`src/rtl/cnn_pkg.sv`:
```
// Shared CNN datapath types and helpers used by conv_layer and maxpool_2x2.
// Latency: none (types and pure functions only).
// Backpressure: not applicable.
package cnn_pkg;

  // Default activation width shared by the conv and pooling stages
  localparam int DATA_W_DEF = 16;

  // One signed activation at the default width
  typedef logic signed [DATA_W_DEF-1:0] act_t;

  // Signed maximum; ties return the shared value
  function automatic act_t smax(input act_t a, input act_t b);
    return (a > b) ? a : b;
  endfunction

endpackage

```
`src/rtl/pool_line_buf.sv`:
```
// Half-width line buffer holding the horizontal pair maxima of an even row.
// Latency: write lands on the clock edge; read is combinational.
// Backpressure: none; the caller gates the write enable with its handshake.
module pool_line_buf #(
  parameter int DEPTH  = 13,
  parameter int DATA_W = 16,
  parameter int AW     = (DEPTH > 1) ? $clog2(DEPTH) : 1
) (
  input  logic              clk,
  input  logic              we,
  input  logic [AW-1:0]     waddr,
  input  logic [DATA_W-1:0] wdata,
  input  logic [AW-1:0]     raddr,
  output logic [DATA_W-1:0] rdata
);

  // No reset: every entry is written on an even row before the odd row reads it
  logic [DATA_W-1:0] mem [DEPTH];

  // Single write port
  always_ff @(posedge clk) begin
    if (we) begin
      mem[waddr] <= wdata;
    end
  end

  assign rdata = mem[raddr];

endmodule

```
`src/rtl/maxpool_2x2.sv`:
```
// Streaming 2x2 stride-2 signed max-pool over a raster-order feature map.
// Latency: pooled pixel is valid the cycle after the odd-row, odd-col input beat.
// Backpressure: input stalls (in_ready_o low) while a pooled pixel is held unaccepted.
module maxpool_2x2
  import cnn_pkg::*;
#(
  parameter int DATA_W = DATA_W_DEF,
  parameter int IMG_W  = 26,
  parameter int IMG_H  = 26
) (
  input  logic                     clk_i,
  input  logic                     rst_i,
  input  logic                     in_valid_i,
  input  logic signed [DATA_W-1:0] in_data_i,
  output logic                     in_ready_o,
  output logic                     out_valid_o,
  output logic signed [DATA_W-1:0] out_data_o,
  input  logic                     out_ready_i,
  output logic                     out_last_o,
  output logic                     done_o
);

  localparam int CW    = (IMG_W > 1) ? $clog2(IMG_W) : 1;
  localparam int RW    = (IMG_H > 1) ? $clog2(IMG_H) : 1;
  localparam int LB_D  = IMG_W / 2;
  localparam int LB_AW = (LB_D > 1) ? $clog2(LB_D) : 1;

  typedef logic signed [DATA_W-1:0] pix_t;

  // Signed maximum at this instance's width
  function automatic pix_t max_s(input pix_t a, input pix_t b);
    return (a > b) ? a : b;
  endfunction

  logic [CW-1:0]    col;
  logic [RW-1:0]    row;
  pix_t             h;
  pix_t             m;
  pix_t             pooled;
  logic [DATA_W-1:0] lb_rdata;
  logic [LB_AW-1:0] lb_addr;
  logic             in_acc;
  logic             out_acc;
  logic             col_end;
  logic             row_end;
  logic             lb_we;
  logic             load_out;

  // One stall rule for every row and column: accept input only if the output slot frees up
  assign in_ready_o = !out_valid_o || out_ready_i;
  assign in_acc     = in_valid_i && in_ready_o;
  assign out_acc    = out_valid_o && out_ready_i;

  assign col_end  = (col == CW'(IMG_W - 1));
  assign row_end  = (row == RW'(IMG_H - 1));
  assign lb_addr  = LB_AW'(col >> 1);

  // Horizontal pair max, then vertical max against the stored even-row pair
  assign m        = max_s(h, in_data_i);
  assign pooled   = max_s(pix_t'(lb_rdata), m);
  assign lb_we    = in_acc && col[0] && !row[0];
  assign load_out = in_acc && col[0] && row[0];

  pool_line_buf #(
    .DEPTH  (LB_D),
    .DATA_W (DATA_W),
    .AW     (LB_AW)
  ) u_line_buf (
    .clk   (clk_i),
    .we    (lb_we),
    .waddr (lb_addr),
    .wdata (m),
    .raddr (lb_addr),
    .rdata (lb_rdata)
  );

  // Raster position counters; frames follow each other with no gap
  always_ff @(posedge clk_i or posedge rst_i) begin
    if (rst_i) begin
      col <= '0;
      row <= '0;
    end else if (in_acc) begin
      if (col_end) begin
        col <= '0;
        row <= row_end ? '0 : row + 1'b1;
      end else begin
        col <= col + 1'b1;
      end
    end
  end

  // Pair register captures the even-column pixel
  always_ff @(posedge clk_i or posedge rst_i) begin
    if (rst_i) begin
      h <= '0;
    end else if (in_acc && !col[0]) begin
      h <= in_data_i;
    end
  end

  // Output register: a new load wins over a same-cycle handshake so valid stays high
  always_ff @(posedge clk_i or posedge rst_i) begin
    if (rst_i) begin
      out_valid_o <= 1'b0;
      out_data_o  <= '0;
      out_last_o  <= 1'b0;
    end else if (load_out) begin
      out_valid_o <= 1'b1;
      out_data_o  <= pooled;
      out_last_o  <= row_end && col_end;
    end else if (out_acc) begin
      out_valid_o <= 1'b0;
      out_last_o  <= 1'b0;
    end
  end

  // Frame-complete pulse one cycle after the last pooled pixel is taken
  always_ff @(posedge clk_i or posedge rst_i) begin
    if (rst_i) begin
      done_o <= 1'b0;
    end else begin
      done_o <= out_acc && out_last_o;
    end
  end

endmodule

```
`config.mk`:
```
export PLATFORM = sky130hd
export DESIGN_NAME = maxpool_2x2
export DESIGN_NICKNAME = d
export VERILOG_FILES = /design/src/rtl/cnn_pkg.sv /design/src/rtl/pool_line_buf.sv /design/src/rtl/maxpool_2x2.sv
export SDC_FILE = /design/constraint.sdc
export NUM_CORES = 1
export LEC_CHECK = 0
export BUFFER_PORTS_ARGS = -buffer_cell sky130_fd_sc_hd__buf_2
export CORE_ASPECT_RATIO = 0.75
export CORE_MARGIN = 2
export CORE_UTILIZATION = 25
export CTS_BUF_LIST = sky130_fd_sc_hd__clkbuf_8 sky130_fd_sc_hd__clkbuf_16
export CTS_CLUSTER_SIZE = 28
export DETAILED_ROUTE_END_ITERATION = 16
export PLACE_DENSITY = 0.51
export SLEW_MARGIN = 20
export SYNTH_ARGS = -nofsm -noshare
export SYNTH_HDL_FRONTEND = slang
export SYNTH_SLANG_ARGS = --single-unit
export TNS_END_PERCENT = 20
```
`constraint.sdc`:
```
create_clock -name clk_i -period 4.9 [get_ports clk_i]
set_input_delay 0.245 -clock clk_i [delete_from_list [all_inputs] [get_ports clk_i]]
set_output_delay 0.245 -clock clk_i [all_outputs]
set_load 0.02 [all_outputs]
```
==> impl_metrics.json <==
{
  "outcome": "finished clean",
  "grt_pass1_vias": 6682,
  "internal_power_w": 0.00545,
  "synth.avg_cell_area_um2": 15.4,
  "path_cells": "ha_1 > nand4_1 > or4_1 > nand3_1 > a32oi_1 > nor2_1 > ha_1 > o21ai_0 > nor2_1 > o21ai_1 > a31o_1 > a31o_2 > o211ai_1",
  "path_clk_slew_ps": 70,
  "max_cap_viol_count": 0,
  "grtUsageTotal_pct": 11.7,
  "leakagePower_nw": 4.73,
  "ios": 40,
  "cp_max_fo": 16,
  "whs_endpoint": "h[0]$_DFFE_PP0P_",
  "period_needed_ps": 4400,
  "ys_warn_count": 0,
  "arrival_ps": 4780,
  "cts_tree": "built",
  "port_buffers": 39,
  "seqCellArea_mm2": 0.00738,
  "multi_input_area_mm2": 0.00390,
  "combPwrFrac_pct": 39.4,
  "ys_async_sr_fraction_pct": 17.8,
  "syn_nets": 811,
  "setup_violations": 0,
  "netSwitchingPower_w": 0.00323,
  "die_area_mm2": 0.0481,
  "critPathMaxStageDelay_ps": 880,
  "power.density_mw_per_mm2": 640,
  "antenna_found_initial": 0,
  "crit_family": "simple AND/OR/NAND/NOR gates",
  "htree_levels": 1,
  "swShare_pct": 37.2,
  "critPathSlowestCell": "or4_1",
  "cts_root_buffer": "clkbuf_16",
  "antenna_left": 0,
  "crit-reg2reg-launch": "h[7]$_DFFE_PP0P_",
  "hp-start": "in_data_i[0]",
  "hp-class": "in2reg",
  "tns_ps": 0,
  "vias": 6918,
  "gp_congestion": 0.796,
  "reg2reg_depth": 13,
  "vias_per_cell": 4.82,
  "clock_sinks": 253,
  "clock_skew_ps": 10.1,
  "synth.top_cell.area_share_pct": 53.9,
  "synth_cell_types": 51,
  "grt_max_degree": 52,
  "ys_ff_latch": 253,
  "p_clk_share_pct": 21.6,
  "rr_endpoint": "out_data_o[11]$_DFFE_PP0P_",
  "slew_viol_final": 0,
  "r2r_setup_slack_ps": 500,
  "p_seq_share_pct": 39.0,
  "rsz0062_at_grt": "false",
  "syn_to_final_growth_pct": 16.9,
  "cts_buffer_depth": 3,
  "synthFlopType": "edfxtp_1",
  "setup.worst_path.start_class": "flop",
  "dp_hpwl_um": 18200,
  "numCtsBuffers": 24,
  "drc": 0,
  "relSlewSlack_pct": 36.0,
  "postSynthCellCount": 755,
  "n_fill_cell": 4493,
  "die_h_um": 190,
  "worst_pin_slew_ps": 954,
  "synth_edf_count": 208,
  "num-nets-final": 877,
  "place_area_mm2": 0.0126,
  "total_power_w": 0.00868,
  "grt.overflow.total": 0,
  "die_x_um": 253,
  "rows": 68,
  "min_period_over_period_pct": 89.7,
  "drt_first_pass_iters": 5,
  "grt_pass1_wl_um": 43100,
  "crit_buf_inv": 0,
  "clk_latency_ps": 530,
  "drtIter0Drc": 704,
  "finalHoldViolations": 0,
  "drive_above_1_share_pct": 26.0,
  "cts_setup_buffers": 0,
  "max_freq_mhz": 227,
  "synth_top_area_cell": "edfxtp_1",
  "ys_seq_area_share_pct": 63.6,
  "cts_resized": 0,
  "initial_core_util_pct": 25.3,
  "crit_path_end_kind": "flop",
  "postCtsHoldBufs": 16,
  "core-area_mm2": 0.0459,
  "n_antenna_cell": 0,
  "cp.required_ps": 5280,
  "drt-wirelength-per-cell_um": 19.6,
  "final_area_mm2": 0.0136,
  "synthTopCellsByArea": "edfxtp_1 (54%), mux4_2 (12%), dfrtp_1 (9.7%)",
  "path_class": "reg2reg",
  "hold_depth": 3,
  "syn_area_mm2": 0.0116,
  "ir_drop_v": 0.000267,
  "drt-total-wl_um": 28100
}
[layout by cell type (no fill, tap or decap), types with 17 or more instances in the layout]
cell | synthesis | routed
dfrtp_1 | 45 | 42
ha_1 | 36 | 36
mux4_2 | 64 | 64
buf_4 | 2 | 28
inv_1 | 36 | 39
o21ai_0 | 25 | 25
clkbuf_16 | 0 | 25
nor2_1 | 33 | 26
buf_2 | 4 | 39
nand2_1 | 70 | 70
nand4_1 | 23 | 23
edfxtp_1 | 208 | 208
nand3_1 | 22 | 22
dlygate4sd3_1 | 0 | 17
[synthesized netlist by cell type (3+ instances only)]
cell type	count
a2111oi_0	16
a21o_1	4
a21oi_1	13
a31oi_1	3
a32oi_1	16
buf_2	4
buf_6	7
clkbuf_1	30
dfrtp_1	45
edfxtp_1	208
ha_1	36
inv_1	36
mux2_2	16
mux4_2	64
nand2_1	70
nand2b_1	6
nand3_1	22
nand4_1	23
nor2_1	33
nor2b_1	16
nor3_1	8
o211ai_1	8
o211ai_2	10
o21ai_0	25
o21ai_1	3
or3_1	3
[flip-flops by register name, summed over array words and instances, names as in the netlist]
signal and count:
col 5, done_o 1, h 16, out_data_o 16, out_last_o 1, out_valid_o 1
row 5, u_line_buf.mem 208
[layer usage]
| metal | GRT usage, % | up-vias | part of all wire, % |
|---|---|---|---|
| met3 | 2.38 | 27 | 5.2 |
| met5 | 0 | - | 0 |
| met4 | 1.82 | 0 | 1.2 |
| li1 | - | 3116 | - |
| met1 | 18.3 | 3580 | 50 |
| met2 | 16.8 | 195 | 43 |
[worst reg2reg max path: stages (launching register included)]
cell      delay [ps]
dfrtp_1          410
ha_1             330
nand4_1          260
or4_1            880
nand3_1          210
a32oi_1           70
nor2_1           360
ha_1             320
o21ai_0          200
nor2_1           120
o21ai_1          220
a31o_1           190
a31o_2           480
o211ai_1         190
[cell families (layout without fill, tap and decap cells)]
group	after synthesis	count (layout)	synth area share [%]
DFF	253	253	63.6
and+or+nand+nor	193	193	8.19
adders and majority gates	36	36	3.89
muxes	81	81	14.1
AOI/OAI and AO/OA	109	109	7.01
buffers and inverters	83	167	3.25
[stage by stage]
step	instances	setup slack [ps]	util, %	hold WS (ps)
after CTS	1432	498	29.5	0.766
after detailed placement	1372	536	27.4	478
after floorplan	755	1200	-	362
after global placement	1372	573	27.4	470
after global routing	1434	235	29.6	57.5
final	1434	503	29.6	37.5
[power by group through the flow]
stage | clock [W] | combinational (W) | sequential, W
4_1_cts | 0.00192 | 0.00333 | 0.00347
6_report | 0.00187 | 0.00342 | 0.00338
3_5_place_dp | 0 | 0.00331 | 0.00352
2_1_floorplan | 0 | 0.00246 | 0.00329
5_1_grt | 0.00201 | 0.00381 | 0.00343
3_3_place_gp | 0 | 0.00327 | 0.00352
[how the worst max path moves through the flow]
stage / depth (start not counted) / end / from
6_report: 13 / out_data_o[11]$_DFFE_PP0P_ / h[7]$_DFFE_PP0P_
3_3_place_gp: 9 / out_data_o[12]$_DFFE_PP0P_ / col[1]$_DFFE_PP0P_
5_1_grt: 13 / out_data_o[11]$_DFFE_PP0P_ / h[7]$_DFFE_PP0P_
4_1_cts: 9 / out_data_o[11]$_DFFE_PP0P_ / col[1]$_DFFE_PP0P_
3_5_place_dp: 9 / out_data_o[15]$_DFFE_PP0P_ / col[1]$_DFFE_PP0P_
2_1_floorplan: 17 / out_data_o[10]$_DFFE_PP0P_ / h[15]$_DFFE_PP0P_
[cell type report]
class | count | share of cell area [%]
well taps | 595 | 5.49
repair buffers | 85 | 4.45
clock buffers | 27 | 4.82
flip-flops and latches | 253 | 54.4
inverters | 38 | 1.06
multi-input cells | 419 | 28.8
clock inverters | 17 | 0.978
Note: power is estimated with default switching activity, not from simulation.
